$ cat src/rtl/apb_mem_slave_p.sv
// APB4-subset scratch-RAM slave: DEPTH words of DATA_WIDTH bits, byte strobes,
// WAIT_STATES wait cycles per access, PSLVERR on out-of-range/misaligned.
// Ports: pclk, preset (async, active-high), paddr, psel, penable, pwrite,
//   pwdata, pstrb -> prdata, pready, pslverr (all driven from registers).
module apb_mem_slave_p #(
  parameter int ADDR_WIDTH  = 8,
  parameter int DATA_WIDTH  = 32,
  parameter int DEPTH       = 16,
  parameter int WAIT_STATES = 2
) (
  input  logic                    pclk,
  input  logic                    preset,
  input  logic [ADDR_WIDTH-1:0]   paddr,
  input  logic                    psel,
  input  logic                    penable,
  input  logic                    pwrite,
  input  logic [DATA_WIDTH-1:0]   pwdata,
  input  logic [DATA_WIDTH/8-1:0] pstrb,
  output logic [DATA_WIDTH-1:0]   prdata,
  output logic                    pready,
  output logic                    pslverr
);

  localparam int BYTES = DATA_WIDTH / 8;
  localparam int LSB   = (BYTES > 1) ? $clog2(BYTES) : 0;
  localparam int IW    = (DEPTH > 1) ? $clog2(DEPTH) : 1;

  localparam logic [ADDR_WIDTH:0] DEPTH_L =
    (ADDR_WIDTH+1)'(DEPTH);
  localparam logic [ADDR_WIDTH-1:0] AMASK =
    ADDR_WIDTH'(BYTES - 1);
  localparam logic [3:0] WS = 4'(WAIT_STATES);

  typedef enum logic {
    S_IDLE,
    S_ACCESS
  } state_t;

  state_t                state;
  logic [3:0]            cnt;
  logic [IW-1:0]         a_idx;
  logic                  a_wr;
  logic                  a_err;
  logic [DATA_WIDTH-1:0] a_wdata;
  logic [BYTES-1:0]      a_strb;
  logic [DATA_WIDTH-1:0] mem [DEPTH];

  logic                  setup;
  logic                  abort;
  logic [ADDR_WIDTH-1:0] widx;
  logic [IW-1:0]         ridx;
  logic                  misal;
  logic                  err;

  assign setup = psel & ~penable;
  assign abort = ~psel | ~penable;
  assign widx  = paddr >> LSB;
  assign ridx  = widx[IW-1:0];
  // AMASK is zero for 8-bit data, so misalignment never fires there
  assign misal = |(paddr & AMASK);
  assign err   = ({1'b0, widx} >= DEPTH_L) | misal;

  always_ff @(posedge pclk or posedge preset) begin
    if (preset) begin
      state   <= S_IDLE;
      cnt     <= '0;
      a_idx   <= '0;
      a_wr    <= 1'b0;
      a_err   <= 1'b0;
      a_wdata <= '0;
      a_strb  <= '0;
      prdata  <= '0;
      pready  <= 1'b0;
      pslverr <= 1'b0;
      for (int i = 0; i < DEPTH; i++) begin
        mem[i] <= '0;
      end
    end else begin
      unique case (state)
        S_IDLE: begin
          pready  <= 1'b0;
          pslverr <= 1'b0;
          if (setup) begin
            a_idx   <= ridx;
            a_wr    <= pwrite;
            a_err   <= err;
            a_wdata <= pwdata;
            a_strb  <= pstrb;
            cnt     <= WS;
            if (!pwrite) begin
              prdata <= err ? '0 : mem[ridx];
            end
            // pready is registered: raise it on entry
            // when no wait cycles are configured
            pready  <= (WS == 4'd0);
            pslverr <= (WS == 4'd0) & err;
            state   <= S_ACCESS;
          end
        end
        S_ACCESS: begin
          if (abort) begin
            pready  <= 1'b0;
            pslverr <= 1'b0;
            state   <= S_IDLE;
          end else if (cnt != 4'd0) begin
            cnt     <= cnt - 4'd1;
            pready  <= (cnt == 4'd1);
            pslverr <= (cnt == 4'd1) & a_err;
          end else begin
            if (a_wr && !a_err) begin
              for (int b = 0; b < BYTES; b++) begin
                if (a_strb[b]) begin
                  mem[a_idx][8*b +: 8] <= a_wdata[8*b +: 8];
                end
              end
            end
            pready  <= 1'b0;
            pslverr <= 1'b0;
            state   <= S_IDLE;
          end
        end
        default: state <= S_IDLE;
      endcase
    end
  end

endmodule
$ cat config.mk
export PLATFORM = sky130hd
export DESIGN_NAME = apb_mem_slave_p
export DESIGN_NICKNAME = d
export VERILOG_FILES = /design/src/rtl/apb_mem_slave_p.sv
export SDC_FILE = /design/constraint.sdc
export NUM_CORES = 1
export LEC_CHECK = 0
export BUFFER_PORTS_ARGS = -buffer_cell sky130_fd_sc_hd__buf_2
export CAP_MARGIN = 20
export CORE_MARGIN = 2
export CORE_UTILIZATION = 60
export DETAILED_ROUTE_END_ITERATION = 6
export PLACE_DENSITY_LB_ADDON = 0.08
export SLEW_MARGIN = 20
export SYNTH_ARGS = -nofsm -noshare
export SYNTH_HDL_FRONTEND = slang
export SYNTH_SLANG_ARGS = --single-unit
$ cat constraint.sdc
create_clock -name pclk -period 56.3 [get_ports pclk]
set_input_delay 8.445 -clock pclk [delete_from_list [all_inputs] [get_ports pclk]]
set_output_delay 8.445 -clock pclk [all_outputs]
set_load 0.05 [all_outputs]
==> flow_summary_export.csv <==
group,metric,value,unit
cts,clk_latency,0.62,ns
floorplanning,dieArea,0.0470,mm²
final_layout,area_growth,10.9,%
floorplanning,start_util,61.1,%
power,powerDensity,30.3,mW/mm²
worst_setup_path,crit_chain,"buf_6 -> buf_4 -> mux4_2 -> mux2i_1 -> o221ai_2",
floorplanning,ios,83,
worst_setup_path,slowest_stage,"buf_4",
route,num_vias,14800,
timing,finalMaxSlewViolations,0,
final_layout,multi_input_area,0.0119,mm²
power,ir_drop,21.2,µV
final_layout,seq_area,0.0148,mm²
route,met3_length,2.68,mm
final_layout,insertedDiodeCount,0,
worst_setup_path,crit_fanout,72,
logic_synthesis,synth_seq_area_share,54.7,%
cts,cts_buffers,60,
cts,holdBufCountCts,0,
placed_design,placed_cells,2212,
route,wl_met1,26.9,mm
logic_synthesis,syn_nets,1693,
global_route,grt_pass1_wl,94.6,mm
timing,finClkSkew,0.0187,ns
timing,finalSetupViolCount,0,
logic_synthesis,synth_edf_count,0,
cts,cts-resized-gates,0,
status,outcome,"finished, final reports clean",
route,drc,0,
placed_design,gp_congestion,0.756,
logic_synthesis,avgSynthCellArea,16.5,µm²
worst_setup_path,cp-start-kind,"input pin",
min_path,hp-start,"prdata[15]",
logic_synthesis,synth-seq-cells,593,
timing,tns,0,ns
timing,tightest_slew,1.15,ns
logic_synthesis,synth.area.top_cells,"dfrtp_1, mux2_2, mux4_2, mux2i_1, nand4_2",
floorplanning,rows,77,
route,vias_per_cell,6.38,
worst_setup_path,crit_path_end_kind,"flip-flop",
floorplanning,die_x,217,µm
route,dr.max_layer_used,"met4",
global_route,overflow,0,
final_layout,nNetsFinal,1734,
timing,period_minus_slack,10.47,ns
floorplanning,dieHeight,217,µm
cts,postCtsSetupRepairBufs,0,
logic_synthesis,ys_warn_count,0,
min_path,hold_path_class,"reg2reg",
worst_setup_path,path_buf_inv,2,
final_layout,final_cells,2326,
worst_setup_path,cpPeakStageDelay,0.89,ns
timing,final_hold_viol_count,0,
logic_synthesis,synth-main-ff-cell,"dfrtp_1",
cts,clockBufferDepth,3,
power,leakage,15.2,nW
run,cap_violations,0,
logic_synthesis,yosysUniqueCellTypes,41,
route,routed_wl,60.0,mm
final_layout,drive_above_1_share,56.2,%
cts,root_buffer,"clkbuf_16",
worst_setup_path,path_delay_family,"buffers and inverters",
global_route,grt_max_degree,181,
worst_setup_path,crit_start,"paddr[4]",
route,ant_nets,0,
floorplanning,core_area,0.0444,mm²
logic_synthesis,synth_cells,1641,
route,dr.first_iter.drc_count,1058,
cts,cts_max_level,2,
route,firstDrtPassIters,5,
logic_synthesis,syn-cell-area,0.0272,mm²
timing,finalCritPeriodShare,18.6,%
route,routedWlPerCell,25.8,µm
cts,clkSinkCount,593,
final_layout,fill_cells,3043,
global_route,first_global_vias,15600,
worst_setup_path,r2r_start,"a_idx[3]",
timing,slew_headroom,23.6,%
placed_design,io_buffers,82,
worst_setup_path,arrival,10.94,ns
placed_design,dp_hpwl,34.2,mm
timing,max_freq,95.5,MHz
cts,cts.clk_slew.worst_paths,0.06,ns
logic_synthesis,synthArstFlopShare,100,%
worst_setup_path,required,56.77,ns
worst_setup_path,crit_type,"in2reg",
timing,rsz0062_at_grt,"false",
cts,cts_tree,"yes",
logic_synthesis,synth_top_area_share,54.7,%
global_route,grt_antenna_before_repair,0,
global_route,grt_util_all_layers,26.6,%
logic_synthesis,synth_top_area_cell,"dfrtp_1",
route,met2_length,29.3,mm
==> cell families (layout without fill, tap and decap cells) <==
logic type	after synthesis	after routing	share of synthesized area [%]
compound gates	42	42	1.94
fa+ha+maj	3	3	0.138
buf+inv	125	218	2.16
flops	593	593	54.7
mux	744	744	35.9
simple gates	134	134	5.24
==> path summary, 6_finish.rpt <==
path / endpoint / slack [ns] / cells past startpoint
min reg2reg: prdata[15] / 0.48 / 2
min in group asynchronous: a_wdata[19] / 7.93 / 2
max: prdata[29] / 45.83 / 5
max reg2reg: mem[203] / 53.28 / 3
max in group asynchronous: mem[80] / 46.20 / 4
min: prdata[15] / 0.48 / 2
==> area by class of cell <==
| type | instances | area share [%] |
|---|---|---|
| tap | 592 | 2.46 |
| inverter | 4 | 0.0748 |
| clock buffer | 89 | 5.82 |
| timing repair buffer | 100 | 1.98 |
| multi-input combinational | 923 | 39.4 |
| sequential | 593 | 49.3 |
| clock inverter | 25 | 1.05 |
==> worst min-delay path: stages, from the launching register on <==
cell      delay [ns]
dfrtp_1         0.34
nand2_1         0.06
o221ai_2        0.05
==> cells in the final DEF, fill, tap and decap left out, types with 2 or more instances in the layout <==
cell type,count
o221ai_1,2
o21ai_0,3
nand3_1,2
and4_1,2
clkbuf_16,61
nand4_2,47
clkbuf_8,13
buf_12,2
buf_6,3
ha_1,3
mux2_1,20
or4b_2,2
clkbuf_1,16
inv_1,3
a21oi_1,4
clkinv_2,13
nor2_1,2
and4bb_2,2
mux2_2,532
o221ai_2,30
inv_6,2
clkinvlp_4,3
bufinv_16,7
buf_4,15
o21a_1,2
nand2_1,32
nand4b_1,2
mux2i_1,64
and4b_1,4
nor4bb_4,7
nand4_4,17
mux4_2,128
dfrtp_1,593
nor4b_2,4
or3b_2,2
buf_2,79
==> sequential cells by signal (all words and copies together), names as in the netlist <==
| register | flops |
|---|---|
| a_idx | 4 |
| cnt | 4 |
| prdata | 32 |
| state | 1 |
| a_err | 1 |
| a_strb | 4 |
| pready | 1 |
| a_wr | 1 |
| a_wdata | 32 |
| pslverr | 1 |
| mem | 512 |
==> synth_stat cells, types with 2 or more instances <==
library cell	instances
dfrtp_1	593
mux4_2	128
nor4bb_1	8
mux2i_1	64
o21a_1	2
ha_1	3
and4b_1	4
o221ai_1	2
nand3_1	2
nor2_1	2
nor4b_2	4
nand4_2	47
mux2_1	20
and3_1	2
inv_1	4
buf_2	57
o21ai_0	3
a21oi_1	4
nand2_1	32
o221ai_2	30
buf_6	3
nand4b_1	2
mux2_2	532
nand4_4	17
buf_4	6
buf_1	4
clkbuf_1	50
and4bb_2	2
and4_1	2
==> report_power, final <==
| group | total (W) | internal [W] | switching [W] | leakage [nW] |
|---|---|---|---|---|
| sequential | 0.000458 | 0.000432 | 0.0000256 | 8.19 |
| combinational | 0.0000426 | 0.0000168 | 0.0000258 | 5.96 |
| clock | 0.000413 | 0.000247 | 0.000166 | 1.02 |
==> stage by stage <==
| step | instance area (µm²) | utilization (%) | power, W | setup slack [ns] | hold WS [ns] |
|---|---|---|---|---|---|
| global placement | 28000 | 63.1 | 0.000506 | 45.17 | 0.469 |
| floorplan | 27200 | - | 0.000490 | 31.26 | 0.456 |
| global route | 30100 | 67.8 | 0.000945 | 45.74 | 0.505 |
| CTS | 30100 | 67.8 | 0.000922 | 45.81 | 0.490 |
| finish | 30100 | 67.8 | 0.000913 | 45.83 | 0.483 |
| detailed placement | 28000 | 63.1 | 0.000509 | 45.14 | 0.471 |
==> metal layers <==
layer,vias up,global-route usage (%)
li1,6364,-
met2,322,42.4
met5,-,0
met1,8078,39.0
met3,81,4.42
met4,0,6.12
Power figures use the tool's default switching activity.
